$ cat src/rtl/regs_wb_sched_pkg.sv
// Shared widths, requester indices and helpers for the write-back scheduler.
package regs_wb_sched_pkg;
    localparam int REG_ADDR_W = 5;
    localparam int XLEN       = 32;
    localparam int NUM_REGS   = 1 << REG_ADDR_W;
    localparam int NUM_REQ    = 3;

    localparam int REQ_EX  = 0;
    localparam int REQ_LSU = 1;
    localparam int REQ_MDU = 2;

    typedef logic [NUM_REQ-1:0]  grant_t;
    typedef logic [NUM_REGS-1:0] reg_mask_t;

    function automatic reg_mask_t reg_onehot(input logic [REG_ADDR_W-1:0] addr);
        reg_mask_t m;
        m       = '0;
        m[addr] = 1'b1;
        return m;
    endfunction
endpackage

$ cat src/rtl/regs_wb_sched_wb_starve_cnt.sv
// Saturating wait counter for one write-back requester; flags starvation once
// the requester has waited STARVE_MAX cycles without a grant.
module wb_starve_cnt #(
    parameter int STARVE_MAX = 4,
    parameter int CNT_W      = 4
) (
    input  logic clk,
    input  logic rst,
    input  logic valid,
    input  logic grant,
    output logic starving
);
    logic [CNT_W-1:0] cnt;

    always_ff @(posedge clk or negedge rst) begin
        if (!rst) begin
            cnt <= '0;
        end else if (!valid || grant) begin
            cnt <= '0;
        end else if (cnt != '1) begin
            cnt <= cnt + CNT_W'(1);
        end
    end

    assign starving = (cnt >= CNT_W'(STARVE_MAX));
endmodule

$ cat src/rtl/regs_wb_sched.sv
// Write-back scheduler: arbitrates EX/LSU/MDU results onto the register file's
// single write port and keeps a busy scoreboard for long-latency destinations.
module regs_wb_sched
    import regs_wb_sched_pkg::*;
#(
    parameter int STARVE_MAX = 4,
    parameter int CNT_W      = 4
) (
    input  logic                  clk,
    input  logic                  rst,
    input  logic                  ex_valid_i,
    output logic                  ex_ready_o,
    input  logic [REG_ADDR_W-1:0] ex_waddr_i,
    input  logic [XLEN-1:0]       ex_wdata_i,
    input  logic                  lsu_valid_i,
    output logic                  lsu_ready_o,
    input  logic [REG_ADDR_W-1:0] lsu_waddr_i,
    input  logic [XLEN-1:0]       lsu_wdata_i,
    input  logic                  mdu_valid_i,
    output logic                  mdu_ready_o,
    input  logic [REG_ADDR_W-1:0] mdu_waddr_i,
    input  logic [XLEN-1:0]       mdu_wdata_i,
    input  logic                  issue_valid_i,
    input  logic [REG_ADDR_W-1:0] issue_rd_i,
    input  logic [REG_ADDR_W-1:0] id_rs1_i,
    input  logic [REG_ADDR_W-1:0] id_rs2_i,
    input  logic [REG_ADDR_W-1:0] id_rd_i,
    output logic                  hazard_o,
    output logic                  reg_wen_o,
    output logic [REG_ADDR_W-1:0] reg_waddr_o,
    output logic [XLEN-1:0]       reg_wdata_o,
    output logic [NUM_REGS-1:0]   busy_o
);
    // Handshake: a result moves when valid and ready are both high in the same
    // cycle; a requester holding valid without ready keeps waddr/wdata stable.
    grant_t                grant;
    logic                  lsu_starving;
    logic                  mdu_starving;
    logic                  transfer;
    logic [REG_ADDR_W-1:0] sel_waddr;
    logic [XLEN-1:0]       sel_wdata;
    reg_mask_t             busy_q;
    reg_mask_t             busy_d;
    reg_mask_t             set_mask;
    reg_mask_t             clr_mask;

    wb_starve_cnt #(.STARVE_MAX(STARVE_MAX), .CNT_W(CNT_W)) u_lsu_cnt (
        .clk      (clk),
        .rst      (rst),
        .valid    (lsu_valid_i),
        .grant    (grant[REQ_LSU]),
        .starving (lsu_starving)
    );

    wb_starve_cnt #(.STARVE_MAX(STARVE_MAX), .CNT_W(CNT_W)) u_mdu_cnt (
        .clk      (clk),
        .rst      (rst),
        .valid    (mdu_valid_i),
        .grant    (grant[REQ_MDU]),
        .starving (mdu_starving)
    );

    // Starving requesters outrank EX; readies stay low while reset is held.
    always_comb begin
        grant = '0;
        if (!rst) begin
            grant = '0;
        end else if (lsu_valid_i && lsu_starving) begin
            grant[REQ_LSU] = 1'b1;
        end else if (mdu_valid_i && mdu_starving) begin
            grant[REQ_MDU] = 1'b1;
        end else if (ex_valid_i) begin
            grant[REQ_EX] = 1'b1;
        end else if (lsu_valid_i) begin
            grant[REQ_LSU] = 1'b1;
        end else if (mdu_valid_i) begin
            grant[REQ_MDU] = 1'b1;
        end
    end

    assign ex_ready_o  = grant[REQ_EX];
    assign lsu_ready_o = grant[REQ_LSU];
    assign mdu_ready_o = grant[REQ_MDU];
    assign transfer    = |grant;

    always_comb begin
        sel_waddr = '0;
        sel_wdata = '0;
        if (grant[REQ_EX]) begin
            sel_waddr = ex_waddr_i;
            sel_wdata = ex_wdata_i;
        end else if (grant[REQ_LSU]) begin
            sel_waddr = lsu_waddr_i;
            sel_wdata = lsu_wdata_i;
        end else if (grant[REQ_MDU]) begin
            sel_waddr = mdu_waddr_i;
            sel_wdata = mdu_wdata_i;
        end
    end

    always_ff @(posedge clk or negedge rst) begin
        if (!rst) begin
            reg_wen_o   <= 1'b0;
            reg_waddr_o <= '0;
            reg_wdata_o <= '0;
        end else if (transfer) begin
            reg_wen_o   <= (sel_waddr != '0);
            reg_waddr_o <= sel_waddr;
            reg_wdata_o <= sel_wdata;
        end else begin
            reg_wen_o   <= 1'b0;
        end
    end

    // Only LSU/MDU writes retire a busy bit; an issue to the same index wins.
    always_comb begin
        set_mask = '0;
        clr_mask = '0;
        if (issue_valid_i) begin
            set_mask = reg_onehot(issue_rd_i);
        end
        if (grant[REQ_LSU] || grant[REQ_MDU]) begin
            clr_mask = reg_onehot(sel_waddr);
        end
        busy_d    = (busy_q & ~clr_mask) | set_mask;
        busy_d[0] = 1'b0;
    end

    always_ff @(posedge clk or negedge rst) begin
        if (!rst) begin
            busy_q <= '0;
        end else begin
            busy_q <= busy_d;
        end
    end

    assign busy_o   = busy_q;
    assign hazard_o = busy_q[id_rs1_i] | busy_q[id_rs2_i] | busy_q[id_rd_i];
endmodule

$ cat config.mk
export PLATFORM = sky130hd
export DESIGN_NAME = regs_wb_sched
export DESIGN_NICKNAME = d
export VERILOG_FILES = /design/src/rtl/regs_wb_sched_pkg.sv /design/src/rtl/regs_wb_sched_wb_starve_cnt.sv /design/src/rtl/regs_wb_sched.sv
export SDC_FILE = /design/constraint.sdc
export NUM_CORES = 1
export LEC_CHECK = 0
export CAP_MARGIN = 10
export CORE_ASPECT_RATIO = 1.25
export CORE_MARGIN = 3
export CORE_UTILIZATION = 43
export DETAILED_ROUTE_END_ITERATION = 8
export GPL_TIMING_DRIVEN = 0
export PLACE_DENSITY_LB_ADDON = 0.05
export SYNTH_ARGS = -nofsm -noshare
export SYNTH_HDL_FRONTEND = slang
export SYNTH_HIERARCHICAL = 1
export SYNTH_SLANG_ARGS = --single-unit
$ cat constraint.sdc
create_clock -name clk -period 3.2 [get_ports clk]
set_input_delay 0.64 -clock clk [delete_from_list [all_inputs] [get_ports clk]]
set_output_delay 0.64 -clock clk [all_outputs]
set_load 0.005 [all_outputs]
==> metrics <==
maxcap violations=0; wirelength, routed=16.7 mm; Max Slew Vio Count=0; post-synth top area share=0.404; Worst Hold Class=input pin to async pin; reg-to-reg setup timing slack=0.28 ns; Longest Clk Path Bufs=2; hold-fix buffers at CTS=0; share of cells above drive strength 1=0.110; final net count=826; core area=10700 sq um; Die Y=124 um; Post-synth ARST share=1.00; area grow syn2layout=53.7%; post-synthesis mux area share=0.194; status=finished clean; Yosys Warn Count=6; Finish-stage setup viols=0; path depth of the worst reg2reg path=10; synthesis-stage register bit count=77; die area=12400 sq um; Peak supply drop=0.266 mV; CP max-delay cell=mux4_2; Post-synth EDFFs=0; Pleak=2.92 nW; Synth Instances=474; RSZ-0062 raised after global routing=no; gpl congestion=0.961; CTS root buf=clkbuf_16; clock skew=0.00361 ns; Slew HR=0.335; Clock Pin Slew Worst Setup and Hold Paths=0.06 ns; Critical path buffers and inverters=2; Tcrit/Tclk final=0.960; fmax=326 MHz; CP top delay family=multiplexers; critical path's largest stage delay=0.55 ns; min cycle time layout=3.07 ns; Post-Synthesis Net Count=613; DR vias=4818; Post-Synth Simple-Gate Area=0.157; Post-Synth Adder-Cell Area=0.00524; # clock sinks=77; vias per cell=5.85; ANT cells=0; # IOs=211; TritonCTS buffer count=9; Design Power=3.61 mW; Primary FF master, synth=dfrtp_1; Total Routing Usage GR=0.268; largest family of logic cells by synthesized area=compound AO/OA/AOI/OAI gates; Power Dens Cells=492 nW/um^2; CP endpoint kind=primary output; DRT iter0 DRCs=311; Worst setup SP type=input pin; Worst-Skew Late Latency=0.33 ns; Initial Utilization=0.445; hold slack=0.224 ns; Tightest Pin Transition=0.995 ns; synthesized cell area=4770 sq um; post-route cell area=7340 sq um; xor/xnor share of the synthesized area=0; Placed Area=6980 sq um; WL/cell=20.3 um; Avg Cell Area, Syn=10.1 sq um; antenna violations before repair=0; sequential share of the synthesized area=0.404; DR pass1 iterations=4; Synth cell types=53; cell taking the most area after synthesis=dfrtp_1; WS Path Type=input pin to primary output; largest fanout on the critical path=7; pin count of the biggest net entering global routing=56; Synth Area in Compound Gates=0.207; DIE WIDTH=100 um; Critical Path, Cell by Cell=clkbuf_4, mux4_2, mux2i_4, nor3b_1, a2111oi_1, nand3_1, dlygate4sd2_1; Synth area leaders=dfrtp_1 40%, mux4_2 10%, mux2i_1 9.0%, nand2_1 6.1%, a22oi_1 5.2%; vias in the first global route=4905; reg2reg end=busy_o[22]; DRT antenna net count=0; worst endpoint required time=2.56 ns; H-tree lvl count=3; global-route wire length before repair=25.8 mm; row count=42; Hold Vio Cnt, Final=0; Stages on worst setup path=7; worst path arrival time=2.43 ns; total grt overflow=0; Residual DRC=0; CTS tree=done; Final HPWL DP=13.2 mm; port buffer count=201; RR Startpoint=u_lsu_cnt/cnt[2]
[worst reg2reg max path, stage by stage, from the launching register on]
cell and delay [ns]:
dfrtp_2 0.45, or2_2 0.30, buf_4 0.17, and2b_1 0.34, nor3_1 0.07, buf_4 0.15, buf_4 0.18, a32o_1 0.25
o21ai_0 0.65, o21ai_0 0.19, nand2_1 0.11
[worst max-delay path by stage]
stage / start / end
floorplan: id_rs2_i[0] / hazard_o
global placement: rst / lsu_ready_o
detailed placement: lsu_valid_i / ex_ready_o
CTS: u_lsu_cnt/cnt[2] / ex_ready_o
global route: u_mdu_cnt/cnt[2] / lsu_ready_o
finish: id_rd_i[1] / hazard_o
[what timing repair did]
action / CTS / global route
resized for setup: 36 / 2
pin swaps: 2 / 0
setup buffers: 1 / 0
setup endpoints to repair: 3 / 2
[cell usage after synthesis, drive strengths merged (2+ instances only)]
master / instances
dfrtp: 77
nand2: 77
o21ai: 50
mux2i: 43
a22oi: 33
mux4: 22
o31ai: 20
buf: 18
a21oi: 15
clkbuf: 13
nor2: 9
nor3b: 9
and2: 8
nand3: 7
nor3: 7
and3b: 6
and3: 5
nand2b: 4
nand3b: 4
nor2b: 4
o211ai: 4
a31oi: 3
inv: 3
nand4: 3
a2111oi: 2
a211o: 2
a211oi: 2
a31o: 2
ha: 2
o2111ai: 2
o221ai: 2
o22ai: 2
o311ai: 2
or2: 2
[logic make-up after synthesis]
kind of cell | count (synthesis)
AND/OR/NAND/NOR | 148
AO/OA/AOI/OAI | 147
flip-flops | 77
multiplexers | 65
buffers and inverters | 34
adder cells (fa/ha/maj) | 2
other | 1
[state kept, by name (all words and copies together) (netlist names)]
| signal | count |
|---|---|
| u_mdu_cnt/cnt | 4 |
| reg_waddr_o | 5 |
| reg_wen_o | 1 |
| busy_o | 31 |
| reg_wdata_o | 32 |
| u_lsu_cnt/cnt | 4 |
[cells in the final DEF, fill, tap and decap left out, drive strengths merged, types with 4 or more instances in the layout]
cell and instances:
clkdlybuf4s50 194, nand2 77, dfrtp 77, o21ai 50, mux2i 43, a22oi 33
clkbuf 24, mux4 22, o31ai 20, buf 20, a21oi 15, nor2 9
nor3b 9, and2 8, nand3 7, nor3 7, and3b 6, dlygate4sd2 6
clkinv 5, and3 5, o211ai 4, nor2b 4, nand2b 4, nand3b 4
[stage by stage]
step           setup slack, ns   util  instances  TNS, ns
2_1_floorplan            0.323      -        474        0
3_3_place_gp             -3.49  0.648        807  -329.57
3_5_place_dp            -0.718  0.651        808    -2.20
4_1_cts                0.00364  0.685        825        0
5_1_grt                 0.0154  0.685        824        0
6_report                 0.128  0.685        824        0
[cell type report]
class / count / area, sq um
Sequential cell: 77 / 1930
Multi-Input combinational cell: 363 / 2720
Inverter: 3 / 11.3
Timing Repair Buffer: 203 / 2040
Tap cell: 132 / 165
Clock inverter: 5 / 25.0
Buffer: 30 / 199
Fill cell: 885 / 3380
Clock buffer: 11 / 253
[report_power, final]
part           internal [mW]  total (mW)  switching [mW]
clock                  0.560       0.948           0.388
sequential              1.17        1.39           0.217
combinational          0.794        1.28           0.481
total                   2.53        3.61            1.09
[per-layer routing]
metal  global-route usage  share of wire
met1                0.300           0.36
met2                0.490           0.54
met3               0.0768          0.082
met4               0.0817          0.020
met5                    0              0
Note: power is estimated with default switching activity, not from simulation.
